File: src/rtl/register_pkg.sv
// register_pkg
// Shared types and constants for the register bank read path.
//   rd_state_t : occupancy state of the 2-entry read response buffer
//   RSP_DEPTH  : number of entries in the response buffer
package register_pkg;

    typedef enum logic [1:0] {
        RD_EMPTY = 2'd0,
        RD_ONE   = 2'd1,
        RD_FULL  = 2'd2
    } rd_state_t;

    localparam int RSP_DEPTH = 2;

endpackage

File: src/rtl/register_reader_if.sv
// register_reader_if
// Request/response handshake bundle between a register read consumer
// (master) and the register_reader block (slave).
//   req_valid/req_addr/req_ready : read request channel
//   rsp_valid/rsp_data/rsp_error/rsp_ready : read response channel
//   rsp_parity : even parity of rsp_data, only with REGISTER_READER_PARITY_EN
interface register_reader_if #(
    parameter int N     = 3,
    parameter int COUNT = 4
);
    localparam int ADDR_W = $clog2(COUNT);

    logic              req_valid;
    logic [ADDR_W-1:0] req_addr;
    logic              req_ready;
    logic              rsp_valid;
    logic [N-1:0]      rsp_data;
    logic              rsp_error;
    logic              rsp_ready;
`ifdef REGISTER_READER_PARITY_EN
    logic              rsp_parity;
`endif

    modport master (
        output req_valid,
        output req_addr,
        input  req_ready,
        input  rsp_valid,
        input  rsp_data,
        input  rsp_error,
`ifdef REGISTER_READER_PARITY_EN
        input  rsp_parity,
`endif
        output rsp_ready
    );

    modport slave (
        input  req_valid,
        input  req_addr,
        output req_ready,
        output rsp_valid,
        output rsp_data,
        output rsp_error,
`ifdef REGISTER_READER_PARITY_EN
        output rsp_parity,
`endif
        input  rsp_ready
    );

endinterface

File: src/rtl/register_reader_buffer.sv
// register_reader_buffer
// Two-entry FIFO holding read responses, with an occupancy FSM.
// Entry 0 is always the head; entry 1 holds the second response when full.
//   clk, reset_n : clock, asynchronous active-low reset
//   push_valid/push_data/push_ready : write side
//   pop_valid/pop_data/pop_ready    : read side (pop_data is the head entry)
module register_reader_buffer
    import register_pkg::*;
#(
    parameter int W = 4
) (
    input  logic         clk,
    input  logic         reset_n,
    input  logic         push_valid,
    input  logic [W-1:0] push_data,
    output logic         push_ready,
    output logic         pop_valid,
    output logic [W-1:0] pop_data,
    input  logic         pop_ready
);

    rd_state_t    state_r;
    rd_state_t    state_s;
    logic [W-1:0] mem_r [RSP_DEPTH];
    logic [W-1:0] mem_s [RSP_DEPTH];
    logic         push_s;
    logic         pop_s;

    // Handshake flags decode from registered state only, so no
    // combinational path runs from pop_ready to push_ready.
    assign push_ready = (state_r != RD_FULL);
    assign pop_valid  = (state_r != RD_EMPTY);
    assign pop_data   = mem_r[0];
    assign push_s     = push_valid && push_ready;
    assign pop_s      = pop_valid && pop_ready;

    // Next-state and next-entry decode for the occupancy FSM.
    always_comb begin
        state_s  = state_r;
        mem_s[0] = mem_r[0];
        mem_s[1] = mem_r[1];
        case (state_r)
            RD_EMPTY: begin
                if (push_s) begin
                    state_s  = RD_ONE;
                    mem_s[0] = push_data;
                end else begin
                    state_s  = RD_EMPTY;
                end
            end
            RD_ONE: begin
                if (push_s && pop_s) begin
                    // Head leaves while the new entry arrives: it becomes head.
                    state_s  = RD_ONE;
                    mem_s[0] = push_data;
                end else if (push_s) begin
                    state_s  = RD_FULL;
                    mem_s[1] = push_data;
                end else if (pop_s) begin
                    state_s  = RD_EMPTY;
                end else begin
                    state_s  = RD_ONE;
                end
            end
            RD_FULL: begin
                if (pop_s) begin
                    state_s  = RD_ONE;
                    mem_s[0] = mem_r[1];
                end else begin
                    state_s  = RD_FULL;
                end
            end
            default: begin
                state_s = RD_EMPTY;
            end
        endcase
    end

    // State and entry registers.
    always_ff @(posedge clk or negedge reset_n) begin
        if (!reset_n) begin
            state_r  <= RD_EMPTY;
            mem_r[0] <= {W{1'b0}};
            mem_r[1] <= {W{1'b0}};
        end else begin
            state_r  <= state_s;
            mem_r[0] <= mem_s[0];
            mem_r[1] <= mem_s[1];
        end
    end

endmodule

File: src/rtl/register_reader.sv
// register_reader
// Back-pressured, one-cycle-latency read port for a register bank.
// The addressed register is snapshotted into a 2-entry response buffer on
// request accept; out-of-range addresses return data 0 with the error flag.
//   clk      : sole clock
//   reset_n  : asynchronous active-low reset
//   regs_in  : flattened register outputs, register i at [i*N +: N]
//   bus      : register_reader_if.slave request/response handshakes
// Optional feature macro: REGISTER_READER_PARITY_EN adds bus.rsp_parity,
// the even parity of the head entry's data, stored per entry.
module register_reader
    import register_pkg::*;
#(
    parameter int N     = 3,
    parameter int COUNT = 4
) (
    input  logic             clk,
    input  logic             reset_n,
    input  logic [COUNT*N-1:0] regs_in,
    register_reader_if.slave bus
);

    localparam int ADDR_W   = $clog2(COUNT);
    localparam int SLOTS    = 2 ** ADDR_W;
`ifdef REGISTER_READER_PARITY_EN
    localparam int ENTRY_W  = N + 2;
`else
    localparam int ENTRY_W  = N + 1;
`endif

    function automatic logic calc_parity(input logic [N-1:0] d);
        return ^d;
    endfunction

    logic [N-1:0]       slot_s [SLOTS];
    logic [N-1:0]       sel_data_s;
    logic               addr_err_s;
    logic [ENTRY_W-1:0] push_entry_s;
    logic [ENTRY_W-1:0] head_s;

    // Every address decodes to a slot; slots beyond COUNT read as zero,
    // which gives the error entry its zero data without a separate mux.
    for (genvar i = 0; i < SLOTS; i++) begin : g_slot
        if (i < COUNT) begin : g_reg
            assign slot_s[i] = regs_in[i*N +: N];
        end else begin : g_pad
            assign slot_s[i] = {N{1'b0}};
        end
    end

    assign sel_data_s = slot_s[bus.req_addr];
    assign addr_err_s = ({1'b0, bus.req_addr} >= (ADDR_W+1)'(COUNT));

`ifdef REGISTER_READER_PARITY_EN
    assign push_entry_s   = {calc_parity(sel_data_s), addr_err_s, sel_data_s};
    assign bus.rsp_parity = head_s[N+1];
`else
    assign push_entry_s   = {addr_err_s, sel_data_s};
`endif

    assign bus.rsp_data  = head_s[N-1:0];
    assign bus.rsp_error = head_s[N];

    register_reader_buffer #(
        .W (ENTRY_W)
    ) u_buffer (
        .clk        (clk),
        .reset_n    (reset_n),
        .push_valid (bus.req_valid),
        .push_data  (push_entry_s),
        .push_ready (bus.req_ready),
        .pop_valid  (bus.rsp_valid),
        .pop_data   (head_s),
        .pop_ready  (bus.rsp_ready)
    );

endmodule

File: src/flat_wrapper.sv
// flat-port wrapper written by rule: the top's interface ports become plain ports
module register_reader_flat import register_pkg::*;
#(
    parameter int N     = 3,
    parameter int COUNT = 4
)
  (clk, reset_n, regs_in, bus_req_valid, bus_req_addr, bus_req_ready, bus_rsp_valid, bus_rsp_data, bus_rsp_error, bus_rsp_ready);
  register_reader_if #(.N(N), .COUNT(COUNT)) bus_i ();
  input  logic clk;
  input  logic reset_n;
  input  logic [COUNT*N-1:0] regs_in;
  input wire logic [$bits(bus_i.req_valid)-1:0] bus_req_valid;
  input wire logic [$bits(bus_i.req_addr)-1:0] bus_req_addr;
  output wire logic [$bits(bus_i.req_ready)-1:0] bus_req_ready;
  output wire logic [$bits(bus_i.rsp_valid)-1:0] bus_rsp_valid;
  output wire logic [$bits(bus_i.rsp_data)-1:0] bus_rsp_data;
  output wire logic [$bits(bus_i.rsp_error)-1:0] bus_rsp_error;
  input wire logic [$bits(bus_i.rsp_ready)-1:0] bus_rsp_ready;
  assign bus_i.req_valid = bus_req_valid;
  assign bus_i.req_addr = bus_req_addr;
  assign bus_req_ready = bus_i.req_ready;
  assign bus_rsp_valid = bus_i.rsp_valid;
  assign bus_rsp_data = bus_i.rsp_data;
  assign bus_rsp_error = bus_i.rsp_error;
  assign bus_i.rsp_ready = bus_rsp_ready;
  register_reader #(.N(N), .COUNT(COUNT)) u_core (.clk(clk), .reset_n(reset_n), .regs_in(regs_in), .bus(bus_i));
endmodule
File: config.mk
export PLATFORM = sky130hd
export DESIGN_NAME = register_reader_flat
export DESIGN_NICKNAME = d
export VERILOG_FILES = /design/src/rtl/register_pkg.sv /design/src/rtl/register_reader_if.sv /design/src/rtl/register_reader_buffer.sv /design/src/rtl/register_reader.sv /design/src/flat_wrapper.sv
export SDC_FILE = /design/constraint.sdc
export NUM_CORES = 1
export LEC_CHECK = 0
export CAP_MARGIN = 20
export CORE_AREA = 2 2 39 41
export DETAILED_ROUTE_END_ITERATION = 10
export DIE_AREA = 0 0 41 43
export PLACE_DENSITY = 0.85
export SYNTH_ARGS = -nofsm -noshare
export SYNTH_HDL_FRONTEND = slang
export SYNTH_SLANG_ARGS = --single-unit
File: constraint.sdc
create_clock -name clk -period 2.12 [get_ports clk]
set_input_delay 0.212 -clock clk [delete_from_list [all_inputs] [get_ports clk]]
set_output_delay 0.212 -clock clk [all_outputs]
set_load 0.01 [all_outputs]
Word level (Yosys, flattened, before mapping)

Cells that the tools add are included.

Register bits: 9
Latch bits: 0
RAM bits: 0
Bits in read-only memories: 0
Output and inout port bits: 6
Logic and storage cells: 33
Memories: 0

Add/sub/neg operators: 0
Multiply operators: 0
Divide/modulo/power cells: 0
Magnitude comparators: 1
Equality and inequality tests: 6
Shift operators: 0
Mux-type cells: 13
Bitwise logic cells: 2
Reductions and logical operators: 8

Operators by type and width:

| kind                                           | number |
|---|---|
| two-way mux 4 bit                              | 3 |
| one-hot mux 4 bit (3 select lines)             | 1 |
| != test 2 bit (second input constant)          | 4 |
| binary-select mux 3 bit (select 2 bit)         | 1 |
| two-way mux 2 bit                              | 3 |
| two-way mux 3 bit                              | 2 |
| one-hot mux 2 bit (3 select lines)             | 1 |
| AND reduction 4 bit                            | 1 |
| >= comparator 3 bit (second input constant)    | 1 |
| logical AND 1 bit                              | 3 |
| NOT 2 -> 3 bit                                 | 1 |
| AND reduction 3 bit                            | 1 |
| nonzero test 3 bit                             | 1 |
| == test 2 x 1 -> 1 bit (second input constant) | 1 |
| == test 2 bit (second input constant)          | 1 |
| logical NOT 2 bit                              | 1 |
| two-way mux 1 bit                              | 2 |
| nonzero test 2 bit                             | 1 |
| NOT 1 bit                                      | 1 |

Depth between registers and ports, before layout

Word-level depth: 6
Depth in mapped cells: 5

By module

Synthesis repeated with hierarchy kept, for this count alone.

Cell total of the unflattened synthesis: 45
Area total of the unflattened synthesis: 623.1 um^2

By module, submodules not included:

| module                 | times used | cells each | area each (um^2) |
|---|---|---|---|
| register_reader_buffer | 1          | 41         | 540.5 |
| register_reader        | 1          | 4          | 82.6 |

Worst setup path before layout

OpenSTA, ideal clock, no wires.

Path type: register to register
From: register u_core.u_buffer.state_r[0]
To: register u_core.u_buffer.mem_r, in the netlist u_core.u_buffer.pop_data[0]
Arrival time: 1293 ps
Setup slack: 702 ps
Cell stages (with the launch flop): 6
Clock period less this slack: 1418 ps
Cell sequence: dfrtp_1 > nand2b_1 > buf_6 > a21bo_2 > o21ai_2 > mux2_4

Cells in the longest elaborated chain, start to end: 5
Elaborated cells on any way between the ends: 14

RTL lines:

| element                         | RTL line                     | RTL |
|---|---|---|
| start, declared                 | register_reader_buffer.sv:22 | `rd_state_t state_r;` |
| start signal, assigned          | register_reader_buffer.sv:86 | `state_r <= state_s;` |
| != test 2 bit *                 | register_reader_buffer.sv:31 | `assign push_ready = (state_r != RD_FULL);` |
| via bus_req_ready               | flat_wrapper.sv:14           | `output wire logic [$bits(bus_i.req_ready)-1:0] bus_req_ready;` |
| logical AND 1 bit *             | register_reader_buffer.sv:34 | `assign push_s = push_valid && push_ready;` |
| logical AND 1 bit               | register_reader_buffer.sv:52 | `if (push_s && pop_s) begin` |
| != test 2 bit (no line)         | n/a                          |  |
| AND reduction 4 bit (no line) * | n/a                          |  |
| end, declared                   | register_reader_buffer.sv:24 | `logic [W-1:0] mem_r [RSP_DEPTH];` |

The timed path passes the listed nets; every way through them passes the cells marked *.
A chain may end at the register's enable or synchronous reset.

Worst setup path after layout

From: register u_core.u_buffer.state_r[0]
To: output port bus_req_ready

Cells in the longest elaborated chain, start to end: 1

RTL lines:

| element       | RTL line |
|---|---|
| != test 2 bit | register_reader_buffer.sv:31 |
| end, declared | flat_wrapper.sv:14 |

No other way between the ends.

==> metrics <==
total negative setup slack 0 ns; period utilization 0.851; Critical Path End Type primary output; Hold Slack 0.227 ns; post-synthesis xor/xnor area fraction 0; Synth Area in Compound Gates 0.0574; Total Routing Usage GR 0.150; IO Pins 24; CP arrival 1.59 ns; WL/cell 13.9 um; LEAKAGE 0.293 nW; crit path launch type flop; Area growth syn-to-layout 44.1%; std cell rows 14; First-pass DRT Iterations 2; register bit total from synthesis 8; worst-skew pair later-pin latency 0.26 ns; hold_buf cts 0; final antenna diode count 0; Vias/cell 5.23; WS Path Type reg -> out; clk buf depth 2; Design Power 0.000621 W; peak supply drop 0.000305 V; WP data required 1.91 ns; layout cell share with drive strength beyond 1 0.333; Synth Area in Adders 0; DRC errors left 0; H-tree Lvls 1; Pins Over Slew Limit 0; CP Max Fanout 6; Initial DRC Count 1; Post-Synth Simple-Gate Area 0.0723; setup violators final 0; PortBufs 22; Tmin final 1.80 ns; warnings from Yosys 0; largest family of logic cells by synthesized area multiplexers; Min-Delay Path Class in -> async; Distinct cells, synth 15; chip height 43 um; largest net degree at the start of global routing 9; PwrDens 859 mW/mm^2; fin area 723 sq um; Post-CTS Resized 0; final antenna-violating net count 0; Routability Congestion 0.673; die width 41 um; fillers 122; area of the multi-input gates 260 sq um; vias in the first global route 428; # clock sinks 8; Initial Utilization 0.363; initial antenna violation count 0; run status completed; HPWL after detailed placement 827 um; grt ovf 0; Post-CTS Setup Repair Bufs 0; final wirelength 1020 um; clock skew 0.00242 ns; CTS clock-pin slew for the worst setup and hold paths 0.06 ns; Fin. Hold Viols 0; Core Footprint 0.00138 sq mm; sequential-to-total area share from yosys stat 0.399; Final Core Density 0.523; syn avg cell area 13.6 sq um; fin nets 77; mux cell area share after synthesis 0.382; number of max-cap violations 0; Mapped Area 502 sq um; RSZ-0062 raised after global routing no; CTS buffer count 3; Clock Tree Root clkbuf_4; Max Fclk 0.554 GHz; via count 382; area of placed instances 701 sq um; first-pass GRT wire length 1720 um; Mapped Nets 55; Seq. cell area 200 sq um; die area 0.00176 sq mm; CTS tree built; Cells after Synth 37
[cells in the mapped netlist]
| library cell | instances | share of area |
|---|---|---|
| o21ai_2 | 1 | 0.017 |
| nand3b_1 | 1 | 0.015 |
| a21oi_1 | 1 | 0.010 |
| mux2_2 | 7 | 0.16 |
| mux4_2 | 3 | 0.13 |
| a21bo_2 | 1 | 0.020 |
| conb_1 | 1 | 0.0075 |
| or2_2 | 1 | 0.012 |
| buf_4 | 4 | 0.060 |
| mux2_4 | 3 | 0.090 |
| dfrtp_1 | 8 | 0.40 |
| nor2_1 | 1 | 0.0075 |
| buf_6 | 1 | 0.022 |
| nand2b_1 | 3 | 0.037 |
| o21ai_0 | 1 | 0.010 |
[placed cells by master, fill, tap and decap left out]
cell / netlist / layout
conb_1: 1 / 1
a21oi_1: 1 / 1
dfrtp_1: 8 / 8
clkbuf_4: 0 / 3
mux2_4: 3 / 3
nor2_1: 1 / 1
nand3b_1: 1 / 1
a21bo_2: 1 / 1
mux4_2: 3 / 3
o21ai_0: 1 / 1
clkdlybuf4s50_1: 0 / 22
or2_2: 1 / 1
nand2b_1: 3 / 3
mux2_2: 7 / 7
o21ai_2: 1 / 1
[power by group]
part	switching, W	internal [W]
sequential	0.0000389	0.000212
combinational	0.0000770	0.000169
clock	0.0000588	0.0000653
[state kept, by name, summed over array words and instances (netlist names)]
signal                    count
u_core.u_buffer.mem_r         3
u_core.u_buffer.state_r       2
u_core.u_buffer.pop_data      3
[cell families (layout without fill, tap and decap cells)]
kind of cell | Yosys count | count (layout)
AO/OA/AOI/OAI | 4 | 4
multiplexers | 13 | 13
AND/OR/NAND/NOR | 6 | 6
other | 1 | 1
flip-flops | 8 | 8
buffers and inverters | 5 | 25
[through the flow]
step | worst slack, ns | std cells
floorplan | 0.702 | 37
global placement | 0.158 | 70
detailed placement | 0.129 | 70
CTS | 0.327 | 73
global route | 0.266 | 73
finish | 0.316 | 73
[worst max-delay path: stages (launching register included)]
cell	delay [ns]
dfrtp_1	0.44
nand2b_1	0.30
clkdlybuf4s50_1	0.59
[final timing paths]
path	start	to	slack [ns]	cells past startpoint
worst max-delay path	u_core.u_buffer.state_r[0]	bus_req_ready	0.32	2
worst min-delay path	reset_n	u_core.u_buffer.state_r[0]	0.23	1
worst max register to register	u_core.u_buffer.state_r[0]	u_core.u_buffer.pop_data[1]	0.57	4
worst min register to register	u_core.u_buffer.mem_r[0]	u_core.u_buffer.mem_r[0]	0.51	1
max in group asynchronous	reset_n	u_core.u_buffer.pop_data[1]	1.63	1
min in group clk	u_core.u_buffer.mem_r[0]	u_core.u_buffer.mem_r[0]	0.51	1
[layout make-up]
cell class,count,area share
flip-flops and latches,8,0.277
repair buffers,22,0.304
multi-input cells,24,0.360
clock buffers,3,0.0311
well taps,16,0.0277
[metal layers]
layer  wire (um)  track usage
met1         365        0.154
met2         527        0.263
met3         101       0.0314
met4          24       0.0800
met5           0            0
(Power assumes the default switching activity.)
